### src/rtl/q01d.sv
// rtl/q01d.sv - registered evaluator for s = (b|c)&(a|~b|~c)&(~a|~b|d)
// Normal mode samples a/b/c/d; sweep mode walks all 16 minterms into a truth table.
module q01d (
  input  logic        clk,
  input  logic        rst_n,
  input  logic        in_valid,
  input  logic        a,
  input  logic        b,
  input  logic        c,
  input  logic        d,
  output logic        s,
  output logic        out_valid,
  input  logic        sweep_start,
  output logic        sweep_busy,
  output logic        sweep_done,
  output logic [15:0] tt,
  output logic [4:0]  ones_cnt
);

  typedef enum logic [1:0] {IDLE, RUN, DONE} state_t;

  state_t     state, state_nxt;
  logic [3:0] idx;
  logic [3:0] eval_idx;
  logic       eval_f;

  // One evaluator shared by both modes: the sweep index replaces the pins while running.
  assign eval_idx = (state == RUN) ? idx : {a, b, c, d};
  assign eval_f   = (eval_idx[2] | eval_idx[1])
                  & (eval_idx[3] | ~eval_idx[2] | ~eval_idx[1])
                  & (~eval_idx[3] | ~eval_idx[2] | eval_idx[0]);

  assign sweep_busy = (state != IDLE);

  always_ff @(posedge clk or negedge rst_n) begin
    if (!rst_n) state <= IDLE;
    else        state <= state_nxt;
  end

  always_comb begin
    state_nxt = state;
    case (state)
      IDLE:    if (sweep_start) state_nxt = RUN;
      RUN:     if (idx == 4'd15) state_nxt = DONE;
      DONE:    state_nxt = IDLE;
      default: state_nxt = IDLE;
    endcase
  end

  always_ff @(posedge clk or negedge rst_n) begin
    if (!rst_n) begin
      s          <= 1'b0;
      out_valid  <= 1'b0;
      sweep_done <= 1'b0;
      tt         <= 16'h0000;
      ones_cnt   <= 5'd0;
      idx        <= 4'd0;
    end else begin
      out_valid  <= 1'b0;
      sweep_done <= (state == DONE);
      case (state)
        IDLE: begin
          // sweep_start has priority; a coincident in_valid sample is dropped
          if (sweep_start) begin
            idx      <= 4'd0;
            tt       <= 16'h0000;
            ones_cnt <= 5'd0;
          end else if (in_valid) begin
            s         <= eval_f;
            out_valid <= 1'b1;
          end
        end
        RUN: begin
          s         <= eval_f;
          out_valid <= 1'b1;
          tt[idx]   <= eval_f;
          ones_cnt  <= ones_cnt + {4'd0, eval_f};
          idx       <= idx + 4'd1;
        end
        default: ;
      endcase
    end
  end

endmodule

### config.mk
export PLATFORM = sky130hd
export DESIGN_NAME = q01d
export DESIGN_NICKNAME = d
export VERILOG_FILES = /design/src/rtl/q01d.sv
export SDC_FILE = /design/constraint.sdc
export NUM_CORES = 1
export LEC_CHECK = 0
export CORE_MARGIN = 2
export CORE_UTILIZATION = 54
export DETAILED_ROUTE_END_ITERATION = 10
export GPL_ROUTABILITY_DRIVEN = 0
export GPL_TIMING_DRIVEN = 0
export MAX_ROUTING_LAYER = met4
export PLACE_DENSITY = 0.84
export SYNTH_ARGS = -nofsm -noshare
export SYNTH_HDL_FRONTEND = slang
export SYNTH_SLANG_ARGS = --single-unit
### constraint.sdc
create_clock -name clk -period 4.5 [get_ports clk]
set_clock_uncertainty 0.05 [all_clocks]
set_input_delay 0.9 -clock clk [delete_from_list [all_inputs] [get_ports clk]]
set_output_delay 0.9 -clock clk [all_outputs]
set_load 0.01 [all_outputs]
After elaboration in Yosys (flattened, before gate mapping):

Index checks and enable logic that the tools add are counted.

* output and inout bits: 25
* input port bits: 8
* bits in registers: 30
* logic and storage cells: 54

* eq/ne operators: 7
* $add $sub $neg: 2
* bitwise gates (word level): 10
* multiplexer cells: 19
* $lt $le $gt $ge: 2
* reduce and logical (&&, ||, !) cells: 7

Operators by type and width (number)
* $pmux 16 s2: 1
* $bwmux 16: 1
* $mux 16: 1
* $pmux 5 s2: 1
* $mux 4: 2
* $pmux 4 s2: 1
* $ne 2x2->1 const B: 3
* $add 5x1->5: 1
* $lt 4x5->1 const B: 1
* $mux 1: 5
* $mux 5: 1
* $or 1x1->1: 5
* $add 4x1->4 const B: 1
* $demux 1 s4: 1
* $eq 4x4->1 const B: 1
* $ge 4x1->1 const B: 1
* $mux 2: 2
* $pmux 1 s2: 2
* $pmux 2 s2: 1
* $reduce_and 2->1: 2
* $reduce_bool 2->1: 2
* $not 1->1: 3
* $reduce_and 3->1: 1
* $and 1x1->1: 2
* 5 further kinds: 5

Longest topological paths before layout:

Gate-level depths: netlist of run 1.

* depth in word-level cells: 10
* depth in mapped cells: 10
* mapped depth without buffers: 9

Worst setup path after synthesis of run 1:

No wires, ideal clock.

* path kind: in2reg
* start point: input port b
* end point: register ones_cnt[2]
* buffers on the path: 0
* required time: 4.371 ns
* cell stages on the path: 7
* setup slack: 2.283 ns
* arrival: 2.088 ns
* setup time: 0.079 ns
* path through: o31ai_4 nor2_1 ha_1 ha_1 nor2_1 a21oi_1 mux2i_1

* cells in the longest elaborated chain, start to end: 8
* elaborated cells between the ends (all ways): 11
* classes of those cells: add/sub (1); mux (2); bitwise (8)

Ends and longest elaborated chain
* start: declaration: line 8 `input logic b,`
* $mux 4 (*): line 28 `assign eval_idx = (state == RUN) ? idx : {a, b, c, d};`
* $not 1->1: line 30, 31
* $or 1x1->1 (2 in series): line 30 `& (eval_idx[3] | ~eval_idx[2] | ~eval_idx[1])`
* $and 1x1->1: line 30
* $and 1x1->1 (*): line 31 `& (~eval_idx[3] | ~eval_idx[2] | eval_idx[0]);`
* via eval_f: line 25 `logic eval_f;`
* $add 5x1->5 (*): line 77 `ones_cnt <= ones_cnt + {4'd0, eval_f};`
* $pmux 5 s2 (*): line 61 `case (state)`
* end signal: assignment: line 77
* end: declaration: line 17 `output logic [4:0] ones_cnt`

Mark *: on every way through the listed nets, which the timed path passes. The rest lies on a longest branch.
A chain may end at the register's enable or synchronous reset.

Worst setup path in the final report of run 1:

Ends and elaborated chain as after synthesis.

==> impl_metrics.yaml, run 1 <==
status:
  status: "complete, no violations"
cts:
  cts_resized: 0
  h-tree-depth: 2
  cts_hold_buf: 0
  cts_tree: "done"
  clk_pin_slew_ns: 0.08
  cts.path.max_buffers: 2
  clock-sinks: 30
  cts_setup_buffers: 0
  cts_root_buf: "clkbuf_4"
  insertion_delay_ns: 0.33
  numCtsBuffers: 5
route:
  drtPass1Iterations: 4
  viasPerCell: 6.015
  drtIter0Drc: 28
  ant_nets: 0
  drcViolationCount: 0
  post_drt_wl_per_cell_um: 16.86
  totalWireLength_mm: 3.423
  vias: 1221
min_path:
  hp-start: "ones_cnt[4]"
  hp-class: "flip-flop to flip-flop"
  hold_depth: 1
  holdPathEnd: "ones_cnt[4]"
logic_synthesis:
  synth_cell_types: 35
  synth-edff-count: 0
  syn_inst: 133
  ys_warn_count: 0
  syn-num-nets: 147
  synth-seq-area-share_pct: 49.18
  avgSynthCellArea_um2: 11.48
  ys.flop_type: "dfrtp_1"
  async_reset_ff_share_pct: 100.0
  yosys_register_bits: 30
  syn_area_um2: 1526
die:
  pin_count: 33
  initial_utilization_pct: 56.33
  core_area_um2: 2710
  die_w_um: 57.17
  die_area_um2: 3268
  die_h_um: 57.17
  rows: 19
sta:
  rsz0062_at_grt: "false"
  period_share_pct: 58.28
  setup_tns_ns: 0
  setup_viol: 0
  fmax_mhz: 381.3
  min_period_ns: 2.622
  worstMarginPinSlew_ns: 0.6610
  final_max_slew_viol_count: 0
  worst_slack_ns: 1.878
  finalHoldViolCount: 0
  relSlewSlack_pct: 55.93
finish:
  antenna_cells: 0
  final_core_util_pct: 71.15
  area_growth_pct: 26.31
  post-route-cell-area_um2: 1928
  drive_gt1_share_pct: 17.44
  final_nets: 186
worst_setup_path:
  worstSetupEndpointType: "flip-flop"
  worstPathMaxFanout: 10
  r2r-end: "ones_cnt[2]"
  critPathArrivalTime_ns: 2.82
  crit_required_ns: 4.70
  cp-start-kind: "input pin"
  reg2reg_depth: 8
  rrSetupSlack_ns: 2.30
  crit_type: "input pin to flip-flop"
  regToRegStartpoint: "state[1]"
grt:
  grt_remaining_overflow: 0
  grt.total_usage_pct: 23.82
  grt_pass1_wl_mm: 5.733
  grt_pass1_vias: 1241
  antenna_found_initial: 0
  grt_max_degree: 31
placed_design:
  dpl.hpwl_mm: 2.405
  dpl_cell_area_um2: 1886
  place_ws_ns: 1.529
  placement.io_buffers: 32
power_and_ir_drop:
  p_seq_share_pct: 34.7
  combinationalPowerShare_pct: 54.5
  swShare_pct: 43.11
  p_clk_share_pct: 10.9
  p_int_uw: 771.4
  p_leak_nw: 0.8116
  power_density_nw_per_um2: 703.3
  vdd_drop_max_mv: 0.4177
  power_switching_uw: 584.6
job:
  maxCapViolCount: 0
==> worst max-delay path by stage <==
stage | start | end | slack [ns] | depth (start not counted)
global route | b | ones_cnt[2] | 1.72 | 8
global placement | b | ones_cnt[2] | 1.62 | 8
finish | b | ones_cnt[2] | 1.88 | 8
CTS | b | ones_cnt[2] | 1.86 | 8
detailed placement | b | ones_cnt[2] | 1.53 | 8
floorplan | b | ones_cnt[2] | 2.28 | 7
==> synth_stat cells (4+ instances only) <==
master / count / share of area, %
dfrtp_1: 30 / 49
nand2_1: 14 / 3.4
o211ai_1: 11 / 5.4
nand3_1: 7 / 2.3
o31ai_1: 7 / 3.4
ha_1: 6 / 4.9
o21ai_0: 5 / 1.6
o31ai_2: 5 / 4.1
inv_1: 4 / 0.98
==> metal layers <==
layer	up-vias	wire length [um]	share of wire (%)	GRT usage (%)
li1	577	-	-	-
met1	600	1528	45	29.19
met2	37	1678	49	37.60
met3	7	156	4.6	7.029
met4	0	60	1.8	8.638
met5	-	0	0	-
==> layout make-up <==
type / count / area (um2)
clock inverters: 2 / 10.01
multi-input cells: 91 / 708.2
flip-flops and latches: 30 / 750.7
inverters: 4 / 15.01
clock buffers: 5 / 37.54
repair buffers: 32 / 315.3
fillers: 240 / 782.0
well taps: 31 / 38.79
plain buffers: 8 / 52.55
==> logic make-up (layout without fill, tap and decap cells) <==
logic type,after synthesis,count (layout),synth area share (%)
and+or+nand+nor,40,40,14.67
DFF,30,30,49.18
buffers and inverters,12,51,4.425
xor gates and xnor gates,1,1,0.5739
AOI/OAI and AO/OA,42,42,24.92
muxes,2,2,1.312
adders and majority gates,6,6,4.918
==> sequential cells by signal, summed over array words and instances, names as in the netlist <==
| register | cells |
|---|---|
| idx | 4 |
| ones_cnt | 5 |
| out_valid | 1 |
| s | 1 |
| state | 2 |
| sweep_done | 1 |
| tt | 16 |
==> through the flow <==
stage	hold WS, ns	total power [mW]	cells
after global placement	0.4220	1.174	196
after detailed placement	0.4417	1.215	196
after CTS	0.4525	1.364	203
final	0.4511	1.356	203
after global routing	0.4667	1.458	203
after floorplan	0.4675	0.9163	133
==> critical path: stages <==
cell,delay (ns)
clkdlybuf4s50_1,0.47
o31ai_4,0.62
nor2_1,0.09
ha_1,0.23
ha_1,0.22
nor2_1,0.11
a21oi_1,0.05
mux2i_1,0.14
==> cell usage in the layout, fill, tap and decap left out, types with 2 or more instances in the layout <==
| cell | n |
|---|---|
| nand2_4 | 3 |
| o31ai_2 | 5 |
| ha_1 | 6 |
| clkinv_2 | 2 |
| o211ai_1 | 11 |
| buf_2 | 4 |
| nand4_1 | 3 |
| o41ai_1 | 3 |
| inv_1 | 4 |
| nor2_1 | 3 |
| o21ai_0 | 5 |
| clkbuf_4 | 5 |
| a21oi_1 | 2 |
| nand2b_1 | 3 |
| nand3_1 | 7 |
| clkdlybuf4s50_1 | 31 |
| dfrtp_1 | 30 |
| o31ai_1 | 7 |
| nand2_1 | 14 |
| and2b_2 | 2 |
| mux2i_1 | 2 |
| buf_1 | 2 |
| o311ai_1 | 3 |
==> power groups by stage <==
stage	combinational (mW)	sequential (mW)	clock [mW]
global placement	0.709	0.466	0
finish	0.739	0.470	0.147
floorplan	0.420	0.497	0
CTS	0.747	0.468	0.149
detailed placement	0.742	0.473	0
global route	0.814	0.484	0.160
(Power assumes the default switching activity.)
==> inputs of run 2 (changes only) <==
- CORE_UTILIZATION: 54 -> 45
- PLACE_DENSITY: 0.84 -> 0.75
- clock period: 4.5 -> 2.36 ns (I/O delays scaled with it)
==> run 2 against run 1 <==
Against the previous run:
- power increased by 100%
- critical path depth increased by 1
- first-iteration DRC count rose by 71%
- setup slack worse by 1.6 ns
- global-route usage fell by 3.3 points
- non-clock buffer count up 1
- highest routed layer unchanged
- die area grew 19%
- cell area up 3.1%
- sequential share of layout area decreased by 1.2 points
- combinational power is 91% higher
- clock power grew to 2.9 times the previous value
==> impl_metrics.yaml, run 2 (synthesis gave the netlist of run 1 again) <==
sta:
  rsz0062_at_grt: "false"
  min_period_ns: 2.035
  finalHoldViolCount: 0
  final_max_slew_viol_count: 0
  worst_slack_ns: 0.3253
  period_share_pct: 86.21
  setup_viol: 0
  relSlewSlack_pct: 55.52
  fmax_mhz: 491.5
  worstMarginPinSlew_ns: 0.6673
route:
  post_drt_wl_per_cell_um: 15.65
  totalWireLength_mm: 3.428
  drtIter0Drc: 48
  viasPerCell: 5.616
  drtPass1Iterations: 4
  vias: 1230
  ant_nets: 0
  drcViolationCount: 0
placed_design:
  dpl.hpwl_mm: 2.303
  place_ws_ns: -0.1552
  placement.io_buffers: 32
  dpl_cell_area_um2: 1904
cts:
  clock-sinks: 30
  numCtsBuffers: 5
  cts_root_buf: "clkbuf_4"
  cts.path.max_buffers: 2
  cts_tree: "done"
  cts_hold_buf: 0
  h-tree-depth: 2
  clk_pin_slew_ns: 0.10
  insertion_delay_ns: 0.34
finish:
  final_nets: 187
  top_regs: "tt: 16 flops, ones_cnt: 5 flops, idx: 4 flops"
  multiInputGateArea_um2: 708.2
  top_register: "tt"
  largest_reg_flops: 16
  n_fill_cell: 276
  regArea_um2: 750.7
  final_core_util_pct: 60.53
  area_growth_pct: 30.25
  antenna_cells: 0
  mostFrequentLayoutCell: "clkdlybuf4s50_1"
  most-common-layout-cells: "31 x clkdlybuf4s50_1, 30 x dfrtp_1, 14 x nand2_1"
  drive_gt1_share_pct: 17.92
  post-route-cell-area_um2: 1988
power_and_ir_drop:
  total_power_mw: 2.735
  vdd_drop_max_mv: 0.5840
  power_density_nw_per_um2: 1375
  p_leak_nw: 0.8300
worst_setup_path:
  startpoint: "c"
  worstPathMaxFanout: 10
  critPathArrivalTime_ns: 2.20
  crit_required_ns: 2.52
  cp-start-kind: "input pin"
  path_buf_inv: 1
  critPathSlowestCell: "clkdlybuf4s50_1"
  worstSetupEndpointType: "flip-flop"
  max_stage_delay_ns: 0.46
  regToRegStartpoint: "state[1]"
  path_cells: "clkdlybuf4s50_1, o2111ai_1, nand2_2, nor2_1, ha_1, ha_1, nand4_1, nand3_1, o21ai_0"
  cp_common_cell: "ha_1"
  rrSetupSlack_ns: 0.33
  crit_family: "simple AND/OR/NAND/NOR gates"
  crit_type: "input pin to flip-flop"
grt:
  grt_remaining_overflow: 0
  antenna_found_initial: 0
  grt_max_degree: 31
  grt.total_usage_pct: 20.57
  grt_pass1_vias: 1226
  grt_pass1_wl_mm: 6.030
die:
  die_area_um2: 3874
  die_h_um: 62.24
  rows: 21
  die_w_um: 62.24
  pin_count: 33
  core_area_um2: 3284
  initial_utilization_pct: 46.48
status:
  status: "complete, no violations"
min_path:
  hp-class: "input pin to async pin"
job:
  maxCapViolCount: 0
==> run 2: metrics by stage <==
| step | cells | setup TNS, ns | hold WS, ns |
|---|---|---|---|
| 2_1_floorplan | 133 | 0 | 0.1264 |
| 3_3_place_gp | 211 | -0.2972 | 0.4213 |
| 3_5_place_dp | 211 | -0.3191 | 0.4301 |
| 4_1_cts | 218 | 0 | 0.4510 |
| 5_1_grt | 219 | 0 | 0.1458 |
| 6_report | 219 | 0 | 0.1093 |
==> run 2: worst register-to-register path, cell delays in order, from the launching register on <==
cell,delay (ns)
dfrtp_1,0.41
nand2b_1,0.16
buf_6,0.14
or3_4,0.34
o31ai_4,0.07
nor2_1,0.07
ha_1,0.20
ha_1,0.21
nor2_1,0.11
a21oi_1,0.05
mux2i_1,0.14
==> run 2: routing by layer <==
layer | share of wire (%) | track usage (%) | vias to the layer above | wire length, um
met1 | 46 | 26.56 | 604 | 1560
met5 | 0 | - | - | 0
met3 | 6.2 | 6.341 | 7 | 212
li1 | - | - | 578 | -
met4 | 1.3 | 6.944 | 0 | 43
met2 | 47 | 31.11 | 41 | 1611
==> run 2: timing repair <==
action,CTS,global route
hold endpoints to repair,0,0
endpoints found under the setup margin,0,2
setup buffers,0,1
resized for setup,0,0
==> run 2: path summary, 6_finish.rpt <==
| path | end | cells after the start |
|---|---|---|
| setup / recovery | ones_cnt[4] | 9 |
| min in group clk | s | 2 |
| setup reg to reg | ones_cnt[2] | 10 |
| hold / removal | idx[2] | 1 |
| hold reg to reg | s | 2 |
| max in group asynchronous | sweep_done | 1 |
==> run 2: layout make-up <==
| class | instances | share of cell area (%) |
|---|---|---|
| clock inverter | 1 | 1.510 |
| inverter | 4 | 0.7552 |
| sequential | 30 | 37.76 |
| clock buffer | 6 | 2.580 |
| timing repair buffer | 33 | 16.24 |
| multi-input combinational | 91 | 35.62 |
| tap | 46 | 2.895 |
| buffer | 8 | 2.643 |
==> run 2: power breakdown <==
group / total, mW / internal (mW) / switching [mW] / leakage, nW
clock: 0.423 / 0.247 / 0.176 / 0.0443
sequential: 0.899 / 0.718 / 0.181 / 0.383
combinational: 1.41 / 0.657 / 0.756 / 0.402
total: 2.73 / 1.62 / 1.11 / 0.830
==> inputs of run 3 (changes only) <==
- CORE_UTILIZATION: 45 -> 47
- CTS_BUF_LIST: default -> sky130_fd_sc_hd__clkbuf_8
- PLACE_DENSITY: 0.75 -> 0.78
==> run 3 against run 2 <==
Against the previous run:
- cell count decreased by 0.91%
- clock-buffer cell count unchanged
- combinational power about the same
- sequential share of layout area decreased by 0.12 points
- power about the same
- highest routed layer unchanged
==> impl_metrics.yaml, run 3 (synthesis gave the netlist of run 1 again) <==
cts:
  cts.path.max_buffers: 2
  insertion_delay_ns: 0.28
  cts_resized: 0
  cts_root_buf: "clkbuf_8"
  h-tree-depth: 2
  numCtsBuffers: 5
  cts_tree: "done"
  clk_pin_slew_ns: 0.06
  clock-sinks: 30
worst_setup_path:
  worstSetupEndpointType: "flip-flop"
  crit_required_ns: 2.47
  cp-start-kind: "input pin"
  critPathArrivalTime_ns: 2.22
  r2r-end: "ones_cnt[2]"
  critPathSlowestCell: "clkdlybuf4s50_1"
  reg2reg_depth: 10
  max_stage_delay_ns: 0.47
  worstPathMaxFanout: 10
  crit_family: "buffers and inverters"
  path_cells: "clkdlybuf4s50_1, o2111ai_1, nand2_2, nor2_1, ha_1, ha_1, nor2_1, a21oi_1, mux2i_1"
  rrSetupSlack_ns: 0.28
  regToRegStartpoint: "state[1]"
  crit_type: "input pin to flip-flop"
  path_buf_inv: 1
finish:
  fin_cells: 217
  drive_gt1_share_pct: 17.92
  most-common-layout-cells: "31 x clkdlybuf4s50_1, 30 x dfrtp_1, 14 x nand2_1"
  antenna_cells: 0
  largest_reg_flops: 16
  area_growth_pct: 30.66
  final_nets: 188
  mostFrequentLayoutCell: "clkdlybuf4s50_1"
  top_register: "tt"
  top_regs: "tt: 16 flops, ones_cnt: 5 flops, idx: 4 flops"
route:
  post_drt_wl_per_cell_um: 15.31
  drtPass1Iterations: 4
  totalWireLength_mm: 3.322
  ant_nets: 0
  drtIter0Drc: 31
  drcViolationCount: 0
  viasPerCell: 5.558
  vias: 1206
job:
  maxCapViolCount: 0
power_and_ir_drop:
  power_density_nw_per_um2: 1372
  vdd_drop_max_mv: 0.7522
  p_leak_nw: 0.8338
  total_power_mw: 2.737
die:
  initial_utilization_pct: 49.59
  pin_count: 33
  die_h_um: 60.99
  die_w_um: 60.99
  rows: 20
  core_area_um2: 3078
  die_area_um2: 3720
sta:
  setup_viol: 0
  finalHoldViolCount: 0
  min_period_ns: 2.109
  final_max_slew_viol_count: 0
  setup_tns_ns: 0
  worstMarginPinSlew_ns: 0.6672
  period_share_pct: 89.38
  relSlewSlack_pct: 55.52
  rsz0062_at_grt: "false"
  fmax_mhz: 474.1
grt:
  grt_max_degree: 31
  grt.total_usage_pct: 21.40
  grt_pass1_wl_mm: 5.526
  antenna_found_initial: 0
  grt_pass1_vias: 1190
  grt_remaining_overflow: 0
placed_design:
  place_inst: 209
  placement.io_buffers: 32
  dpl.hpwl_mm: 2.228
status:
  status: "complete, no violations"
min_path:
  hp-class: "input pin to async pin"
run 3: cell count changes in the layout (fill, tap and decap cells not counted):
cell       before  now
buf_4           1    2
clkbuf_4        5    0
bufinv_16       1    0
clkbuf_8        1    6
run 3: worst max path at each step:
stage,endpoint,slack [ns],depth (start not counted),startpoint
after floorplan,ones_cnt[2],0.38,10,state[1]
after global placement,ones_cnt[2],-0.14,8,b
after detailed placement,ones_cnt[2],-0.16,8,b
after CTS,ones_cnt[2],0.08,8,b
after global routing,ones_cnt[4],0.03,9,c
final,ones_cnt[2],0.25,9,c
run 3: area by class of cell:
cell class / instances / area (um2)
clock buffer: 6 / 82.58
buffer: 8 / 52.55
sequential: 30 / 750.7
fill: 251 / 1084
tap: 44 / 55.05
multi-input combinational: 91 / 708.2
timing repair buffer: 34 / 330.3
inverter: 4 / 15.01
run 3: metal layers:
metal  vias to the layer above  wire, um  GRT usage, %
li1                        584         -             -
met1                       599      1506         26.36
met2                        18      1670         34.41
met3                         5        96         4.691
met4                         0        48         8.075
met5                         -         0             -
run 3: timing repair:
action                                  4_1_cts  5_1_grt
buffers inserted                              0        2
endpoints found under the setup margin        0        2
hold buffers                                  0        0
run 3: per-stage QoR:
step           hold WS, ns  worst slack [ns]  instance area [um2]  utilization (%)
2_1_floorplan       0.1264            0.3764                 1526                -
3_3_place_gp        0.4268           -0.1366                 1902            61.79
3_5_place_dp        0.4380           -0.1645                 1902            61.79
4_1_cts             0.4455           0.08480                 1984            64.47
5_1_grt             0.2304           0.03197                 1994            64.80
6_report            0.1752            0.2506                 1994            64.80
run 3: report_power, final:
group          total (mW)  internal [mW]  switching, mW
combinational        1.44          0.675          0.761
clock               0.404          0.224          0.180
sequential          0.897          0.720          0.177
total                2.74           1.62           1.12
